## config.mk

```make
export PLATFORM = sky130hd
export DESIGN_NAME = ysyx_25040111_refill
export DESIGN_NICKNAME = d
export VERILOG_FILES = /design/src/rtl/ysyx_25040111_refill.sv
export SDC_FILE = /design/constraint.sdc
export NUM_CORES = 1
export LEC_CHECK = 0
export ABC_CLOCK_PERIOD_IN_PS = 2800
export CAP_MARGIN = 20
export CORE_MARGIN = 2
export CORE_UTILIZATION = 46
export DETAILED_ROUTE_END_ITERATION = 7
export GPL_TIMING_DRIVEN = 0
export PLACE_DENSITY = 0.82
export SETUP_SLACK_MARGIN = 0.15
export SLEW_MARGIN = 30
export SYNTH_ARGS = -nofsm -noshare
export SYNTH_HDL_FRONTEND = slang
export SYNTH_SLANG_ARGS = --single-unit
export TNS_END_PERCENT = 30
```

## constraint.sdc

```tcl
create_clock -name clock -period 2.8 [get_ports clock]
set_input_delay 0.84 -clock clock [delete_from_list [all_inputs] [get_ports clock]]
set_output_delay 0.84 -clock clock [all_outputs]
set_load 0.02 [all_outputs]
```

## src/rtl/ysyx_25040111_refill.sv

```systemverilog
// Cache refill engine: turns one refill request into a single AXI4 INCR read burst
// and forwards the returned words through a one-entry output register.
module ysyx_25040111_refill #(
    parameter logic [3:0] AXI_ID  = 4'h1,
    parameter logic [7:0] MAX_LEN = 8'd7
) (
    input  logic        clock,
    input  logic        reset,

    input  logic        req_valid,
    output logic        req_ready,
    input  logic [31:0] req_addr,
    input  logic [7:0]  req_len,

    output logic        beat_valid,
    input  logic        beat_ready,
    output logic [31:0] beat_data,
    output logic [7:0]  beat_idx,
    output logic        beat_last,
    output logic        err,

    output logic        io_master_arvalid,
    input  logic        io_master_arready,
    output logic [31:0] io_master_araddr,
    output logic [3:0]  io_master_arid,
    output logic [7:0]  io_master_arlen,
    output logic [2:0]  io_master_arsize,
    output logic [1:0]  io_master_arburst,

    input  logic        io_master_rvalid,
    output logic        io_master_rready,
    input  logic [31:0] io_master_rdata,
    input  logic [1:0]  io_master_rresp,
    input  logic        io_master_rlast,
    input  logic [3:0]  io_master_rid
);

    localparam logic [1:0] S_IDLE  = 2'd0;
    localparam logic [1:0] S_ADDR  = 2'd1;
    localparam logic [1:0] S_DATA  = 2'd2;
    localparam logic [1:0] S_DRAIN = 2'd3;

    logic [1:0]  state_q, state_d;
    logic [31:0] addr_q, addr_d;
    logic [7:0]  len_q, len_d;
    logic [7:0]  cnt_q, cnt_d;
    logic        err_q, err_d;
    logic        bvalid_q, bvalid_d;
    logic [31:0] bdata_q, bdata_d;
    logic [7:0]  bidx_q, bidx_d;
    logic        blast_q, blast_d;

    logic r_fire;
    logic beat_fire;
    logic load;
    logic beat_bad;

    assign req_ready         = (state_q == S_IDLE);
    assign io_master_arvalid = (state_q == S_ADDR);
    assign io_master_araddr  = addr_q;
    assign io_master_arid    = AXI_ID;
    assign io_master_arlen   = len_q;
    assign io_master_arsize  = 3'b010;
    assign io_master_arburst = 2'b01;
    assign io_master_rready  = (state_q == S_DATA) & (~bvalid_q | beat_ready);

    assign r_fire    = io_master_rvalid & io_master_rready;
    assign beat_fire = bvalid_q & beat_ready;
    // Beats past the requested length are still drained from AXI but never forwarded.
    assign load      = r_fire & (cnt_q <= len_q);
    assign beat_bad  = (io_master_rresp != 2'b00) | (io_master_rid != AXI_ID)
                     | (io_master_rlast & (cnt_q != len_q))
                     | ((cnt_q == len_q) & ~io_master_rlast);

    assign beat_valid = bvalid_q;
    assign beat_data  = bdata_q;
    assign beat_idx   = bidx_q;
    assign beat_last  = blast_q;
    assign err        = err_q;

    always_comb begin
        state_d  = state_q;
        addr_d   = addr_q;
        len_d    = len_q;
        cnt_d    = cnt_q;
        err_d    = err_q;
        bvalid_d = bvalid_q;
        bdata_d  = bdata_q;
        bidx_d   = bidx_q;
        blast_d  = blast_q;

        case (state_q)
            S_IDLE: begin
                if (req_valid) begin
                    addr_d  = req_addr;
                    len_d   = (req_len > MAX_LEN) ? MAX_LEN : req_len;
                    err_d   = 1'b0;
                    cnt_d   = 8'd0;
                    state_d = S_ADDR;
                end
            end
            S_ADDR: begin
                if (io_master_arready) state_d = S_DATA;
            end
            S_DATA: begin
                if (r_fire) begin
                    cnt_d = (cnt_q == 8'hFF) ? 8'hFF : cnt_q + 8'd1;
                    if (beat_bad)        err_d   = 1'b1;
                    if (io_master_rlast) state_d = S_DRAIN;
                end
            end
            default: begin
                if (!bvalid_q || beat_ready) state_d = S_IDLE;
            end
        endcase

        // A load in the same cycle as a drain keeps the register full.
        if (load) begin
            bvalid_d = 1'b1;
            bdata_d  = io_master_rdata;
            bidx_d   = cnt_q;
            blast_d  = io_master_rlast;
        end else if (beat_fire) begin
            bvalid_d = 1'b0;
        end
    end

    always_ff @(posedge clock or negedge reset) begin
        if (!reset) begin
            state_q  <= S_IDLE;
            addr_q   <= 32'd0;
            len_q    <= 8'd0;
            cnt_q    <= 8'd0;
            err_q    <= 1'b0;
            bvalid_q <= 1'b0;
            bdata_q  <= 32'd0;
            bidx_q   <= 8'd0;
            blast_q  <= 1'b0;
        end else begin
            state_q  <= state_d;
            addr_q   <= addr_d;
            len_q    <= len_d;
            cnt_q    <= cnt_d;
            err_q    <= err_d;
            bvalid_q <= bvalid_d;
            bdata_q  <= bdata_d;
            bidx_q   <= bidx_d;
            blast_q  <= blast_d;
        end
    end

endmodule
```

==> results.yml, run 1 <==
run_status:
  result_of_the_run: "finished, final reports clean"
setup_path:
  timing.setup.critical_path_class: "in -> reg"
  arrival_ns: 2.91
  family_with_the_most_delay_on_the_worst_path: "buffers and inverters"
  cp.required_ns: 3.11
  crit_path_max_fanout: 10
  start_kind: "primary input"
  timing.critical_path.cells: "clkdlybuf4s50_1 -> nand2b_4 -> nand3_1 -> nor2_1 -> clkbuf_1 -> a221o_1 -> a311o_1"
  slowest_stage: "sky130_fd_sc_hd__clkdlybuf4s50_1"
  worstPathBufferInverterCount: 2
  worst_r2r_start: "cnt_q[5]$_DFFE_PN0P_"
  critPathLaunch: "beat_ready"
  worst_setup_path_end_kind: "flop"
  cpPeakStageDelay_ns: 0.47
floorplanning:
  core_mm2: 0.01079
  rows: 38
  floorplan.initialDensity: 0.4712
  top_level_ports: 180
  die-height_um: 109.2
  die_area_mm2: 0.01191
  die_w_um: 109.2
timing:
  fmax_mhz: 384.4
  relSlewSlack: 0.6038
  timing.final.crit_share: 0.9292
  grt_setup_unrepaired: "true"
  worstMarginPinSlew_ns: 0.5944
  period_needed_ns: 2.602
  drv_slew: 0
  finalSetupViolations: 0
  clock_skew_ns: 0.009367
  setup-tns-final_ns: 0
  report.final.hold_viol_count: 0
clock_network:
  clock_latency_ns: 0.37
  tritoncts: "yes"
  post-cts-setup-buffer-count: 0
  register_clock_pin_slew_on_the_reported_worst_setup_and_hold_paths_ns: 0.09
  number_of_buffers_created_by_cts: 9
  htreeDepth: 3
  cts.sink_count: 93
  cts_root_cell: "sky130_fd_sc_hd__clkbuf_8"
  max-clock-path-buffers: 2
placement:
  detailed_place_hpwl_um: 11160
  placement.io_buffers: 170
  weighted_congestion_at_the_end_of_routability_driven_global_placement: 0.8486
power:
  static_leakage_power_nw: 3.229
  pwr-share-clk: 0.154
  share_seq_of_total_power: 0.340
  relative_contribution_of_combinational_cells_to_total_power: 0.507
  power.density_mw_per_mm2: 935.8
  power.net_switching_mw: 2.588
  total_power_mw: 6.787
  power.internal_mw: 4.199
  netSwitchingFraction: 0.3813
  ir_drop_mv: 0.6278
route:
  finalWirelength_um: 15520
  drc: 0
  drt-wirelength-per-cell_um: 18.67
  detailroute.via_count: 5040
  detail_route.vias_per_cell: 6.065
  drt_pass1_iterations: 5
  drt-initial-drc-count: 464
  antenna_violating_nets_post_route: 0
synth:
  mappedNetlistArea_mm2: 0.005086
  yosysSeqAreaShare: 0.4576
  synth_seq_cells: 93
  synthesis.instances: 497
  synth_async_sr_flop_share: 1.000
  synth_top_flop_cell: "sky130_fd_sc_hd__dfrtp_1"
  synth.distinct_cells: 34
  synth_enable_flop_cells: 0
  number_of_warning_messages_in_the_yosys_log: 0
  syn_avg_cell_area_um2: 10.23
grt:
  grt_util_all_layers: 0.2642
  initial_antenna_violation_count: 0
  global_route.overflow_total: 0
  via_count_of_the_first_global_routing_pass: 4999
  maximum_number_of_pins_on_one_net_before_global_route_repair: 53
  grt_pass1_wl_um: 24820
final_layout:
  drive_gt1_frac: 0.1143
  nNetsFinal: 784
  synthToLayoutAreaGrowth_pct: 42.61
  post-route-util: 0.6720
  num_antenna_cells: 0
run:
  maxCapViolations: 0
worst_hold_path:
  hold_path.class: "in -> async"
cell usage in the layout (no fill, tap or decap), types with 3 or more instances in the layout:
cell type and instances:
sky130_fd_sc_hd__a21oi_1 13, sky130_fd_sc_hd__a221o_1 40, sky130_fd_sc_hd__a2bb2oi_1 3, sky130_fd_sc_hd__a311o_1 40, sky130_fd_sc_hd__and3_1 42, sky130_fd_sc_hd__buf_2 8
sky130_fd_sc_hd__buf_4 9, sky130_fd_sc_hd__buf_6 5, sky130_fd_sc_hd__clkbuf_1 32, sky130_fd_sc_hd__clkbuf_8 10, sky130_fd_sc_hd__clkdlybuf4s50_1 167, sky130_fd_sc_hd__conb_1 9
sky130_fd_sc_hd__dfrtp_1 93, sky130_fd_sc_hd__ha_1 12, sky130_fd_sc_hd__inv_1 13, sky130_fd_sc_hd__mux2_2 35, sky130_fd_sc_hd__nand2_1 9, sky130_fd_sc_hd__nand3_1 46
sky130_fd_sc_hd__nand4_1 4, sky130_fd_sc_hd__nor2_1 56, sky130_fd_sc_hd__nor3_1 3, sky130_fd_sc_hd__o21ai_0 9
flip-flops by register name, summed over array words and instances, names as in the netlist:
register	count
state_q	2
beat_valid	1
cnt_q	8
io_master_arlen	8
beat_data	32
err	1
beat_last	1
io_master_araddr	32
beat_idx	8
cell families (layout without fill, tap and decap cells):
| group | count (synthesis) | in the layout | share of synthesized area |
|---|---|---|---|
| adder cells (fa/ha/maj) | 13 | 13 | 0.03198 |
| AO/OA/AOI/OAI | 120 | 120 | 0.2054 |
| multiplexers | 36 | 36 | 0.07946 |
| flip-flops | 93 | 93 | 0.4576 |
| AND/OR/NAND/NOR | 165 | 165 | 0.1589 |
| XOR/XNOR | 1 | 1 | 0.001722 |
| other | 2 | 9 | 0.001477 |
| buffers and inverters | 67 | 254 | 0.06347 |
power by group through the flow:
| stage | registers (mW) | logic [mW] | clock network, mW |
|---|---|---|---|
| after global routing | 2.38 | 3.68 | 1.11 |
| final | 2.30 | 3.44 | 1.04 |
| after global placement | 2.26 | 3.34 | 0 |
| after CTS | 2.30 | 3.46 | 1.06 |
| after detailed placement | 2.31 | 3.44 | 0 |
| after floorplan | 2.84 | 1.33 | 0 |
area by class of cell:
class	count	area, um2
Tap cell	140	175.2
Multi-Input combinational cell	344	2476
Inverter	13	48.80
Clock buffer	10	137.6
Timing Repair Buffer	171	1717
Fill cell	830	3540
Clock inverter	6	93.84
Buffer	54	277.8
Sequential cell	93	2327
timing repair:
action / in CTS / in global routing
endpoints found under the setup margin: 2 / 41
hold buffers: 0 / 0
resized for setup: 7 / 8
endpoints found under the hold margin: 0 / 0
cloned: 0 / 0
pin swaps: 0 / 0
worst register-to-register path, delay by kind of cell, from the launching register on:
kind            cells  cell delay (ns)
flops               1             0.49
fa+ha+maj           1             0.34
buf+inv             1             0.44
simple gates        3             0.78
compound gates      2             0.35
worst paths after layout:
check                      slack (ns)  cells after the start                                to
hold reg to reg                  0.51                      1  io_master_araddr[12]$_DFFE_PN0P_
hold / removal                   0.41                      1          beat_data[7]$_DFFE_PN0P_
max in group asynchronous        1.78                      2  io_master_araddr[26]$_DFFE_PN0P_
min in group clock               0.51                      1  io_master_araddr[12]$_DFFE_PN0P_
setup / recovery                 0.20                      7           beat_idx[4]$_DFFE_PN0P_
setup reg to reg                 0.34                      7           beat_idx[4]$_DFFE_PN0P_
Yosys cell counts (all sizes together), types with 13 or more instances:
master   n  area [um2]
a21oi   14       70.07
a221o   40       400.4
a311o   40       400.4
and3    42       262.8
buf     19       142.6
clkbuf  35       131.4
dfrtp   93        2327
ha      13       162.7
inv     13       48.80
mux2    35       394.1
nand3   46       230.2
nor2    56       210.2
layer usage:
metal	vias up	track usage	wire [um]
li1	2251	-	-
met1	2420	0.3392	5938
met2	337	0.4228	7555
met3	32	0.08249	1768
met4	0	0.08974	253
met5	-	0	0
metrics by stage:
step	setup WS (ns)	cell area, um2	hold slack [ns]	instances
after floorplan	0.5980	5112	0.5323	504
after global placement	-2.619	6989	0.4890	814
after detailed placement	-0.2433	7010	0.4985	815
after CTS	0.1429	7253	0.4198	831
after global routing	0.09382	7253	0.4439	831
final	0.1982	7253	0.4110	831
Power figures use the tool's default switching activity.
==> run 2: changes to the inputs <==
CORE_UTILIZATION = 47   (was 46)
CTS_BUF_LIST = sky130_fd_sc_hd__clkbuf_4 sky130_fd_sc_hd__clkbuf_8   (was default)
PLACE_DENSITY = 0.83   (was 0.82)
==> run 2 against run 1 <==
Net effect:
- final area is 0.33% lower
- global-route usage is 1.1 points higher
- sequential share of layout area is 0.11 points higher
- clock power is 5% lower
- cell count is 0.72% lower
- power is 0.75% lower
- die area is 2.1% lower
- first-iteration DRC count is 37% lower
- clock skew is 0.0022 ns higher
- wire length is 3.9% higher
- critical path depth is 3 lower
- critical path type is now in -> out
- register-to-register slack better by 0.04 ns
==> results.yml, run 2 (synthesis gave the netlist of run 1 again) <==
run_status:
  result_of_the_run: "finished, final reports clean"
final_layout:
  nNetsFinal: 784
  layout_common_cells: "167 x sky130_fd_sc_hd__clkdlybuf4s50_1, 93 x sky130_fd_sc_hd__dfrtp_1, 56 x sky130_fd_sc_hd__nor2_1"
  most_frequent_standard_cell_in_the_layout_excluding_fill_and_tap_cells: "sky130_fd_sc_hd__clkdlybuf4s50_1"
  drive_gt1_frac: 0.1118
  num_antenna_cells: 0
  synthToLayoutAreaGrowth_pct: 42.14
route:
  drt_pass1_iterations: 5
  drt-wirelength-per-cell_um: 19.54
  detailroute.via_count: 4991
  finalWirelength_um: 16120
  antenna_violating_nets_post_route: 0
  drt-initial-drc-count: 292
  drc: 0
  detail_route.vias_per_cell: 6.050
grt:
  global_route.overflow_total: 0
  via_count_of_the_first_global_routing_pass: 5022
  grt_pass1_wl_um: 25350
  maximum_number_of_pins_on_one_net_before_global_route_repair: 59
  grt_util_all_layers: 0.2753
  initial_antenna_violation_count: 0
placement:
  detailed_place_hpwl_um: 11740
  weighted_congestion_at_the_end_of_routability_driven_global_placement: 0.8365
  placement.io_buffers: 170
setup_path:
  crit_path_max_fanout: 5
  worst_setup_path_end_kind: "output pin"
  slowest_stage: "sky130_fd_sc_hd__clkdlybuf4s50_1"
  timing.critical_path.cells: "clkdlybuf4s50_1 -> nand2b_4 -> and2_1 -> buf_2"
  cpPeakStageDelay_ns: 0.51
  start_kind: "primary input"
  cp.required_ns: 1.96
  timing.setup.critical_path_class: "in -> out"
  arrival_ns: 1.83
power:
  ir_drop_mv: 0.6035
  total_power_mw: 6.737
  power.density_mw_per_mm2: 931.8
  static_leakage_power_nw: 3.230
clock_network:
  hold_buffers: 0
  tritoncts: "yes"
  cts_root_cell: "sky130_fd_sc_hd__clkbuf_8"
  max-clock-path-buffers: 2
  post-cts-setup-buffer-count: 0
  register_clock_pin_slew_on_the_reported_worst_setup_and_hold_paths_ns: 0.09
  htreeDepth: 3
  post_cts_resize_count: 7
  number_of_buffers_created_by_cts: 9
  clock_latency_ns: 0.37
  cts.sink_count: 93
timing:
  fmax_mhz: 373.9
  final_hold_slack_ns: 0.3605
  period_needed_ns: 2.675
  setup-tns-final_ns: 0
  worstMarginPinSlew_ns: 0.5827
  timing.final.crit_share: 0.9553
  finalSetupViolations: 0
  grt_setup_unrepaired: "true"
  clock_skew_ns: 0.01159
  report.final.hold_viol_count: 0
  drv_slew: 0
  relSlewSlack: 0.6115
worst_hold_path:
  hold_path.class: "in -> async"
run:
  maxCapViolations: 0
floorplanning:
  top_level_ports: 180
  die_area_mm2: 0.01167
  core_mm2: 0.01042
  die_w_um: 108.0
  rows: 37
  die-height_um: 108.0
  floorplan.initialDensity: 0.4883
run 2: cell types whose count changed in the layout (fill, tap and decap cells not counted), sizes merged:
cell and delta:
clkbuf +3, inv -2, buf -1, clkinv -1
clkinvlp -1
run 2: critical path: cells and delay by family:
family,cells,cell delay [ns]
buffers and inverters,2,0.68
AND/OR/NAND/NOR,2,0.32
run 2: report_power, final:
group          total, mW  internal [mW]  switching [mW]
sequential          2.31           1.87           0.443
combinational       3.44           1.79            1.65
clock              0.984          0.525           0.460
total               6.74           4.19            2.55
run 2: path summary, 6_finish.rpt:
path | start | endpoint | slack [ns] | cells past startpoint
max | beat_ready | io_master_rready | 0.13 | 4
min | reset | io_master_araddr[22]$_DFFE_PN0P_ | 0.36 | 1
max reg2reg | cnt_q[5]$_DFFE_PN0P_ | beat_data[18]$_DFFE_PN0P_ | 0.38 | 7
min reg2reg | io_master_araddr[24]$_DFFE_PN0P_ | io_master_araddr[24]$_DFFE_PN0P_ | 0.51 | 1
max in group asynchronous | reset | beat_data[20]$_DFFE_PN0P_ | 1.82 | 2
min in group clock | io_master_araddr[24]$_DFFE_PN0P_ | io_master_araddr[24]$_DFFE_PN0P_ | 0.51 | 1
run 2: metrics by stage:
stage / area, um2 / instances / setup WS, ns / util
CTS: 7222 / 825 / 0.1205 / 0.6933
finish: 7229 / 825 / 0.1252 / 0.6941
floorplan: 5112 / 504 / 0.5980 / -
global route: 7229 / 825 / 0.06223 / 0.6941
detailed placement: 7013 / 811 / -0.3846 / 0.6733
global placement: 6984 / 810 / -2.544 / 0.6705
run 2: cell type report:
| type | count | area [um2] |
|---|---|---|
| flip-flops and latches | 93 | 2327 |
| multi-input cells | 344 | 2474 |
| clock buffers | 12 | 146.4 |
| inverters | 13 | 48.80 |
| well taps | 136 | 170.2 |
| fillers | 796 | 3187 |
| repair buffers | 171 | 1724 |
| plain buffers | 54 | 279.0 |
| clock inverters | 2 | 60.06 |
run 2: layer usage:
layer  vias to the layer above  GRT usage  wire length [um]
li1                       2251          -                 -
met1                      2465     0.3419              6331
met2                       253     0.4578              7943
met3                        22    0.09042              1581
met4                         0    0.08425               264
met5                         -          0                 0
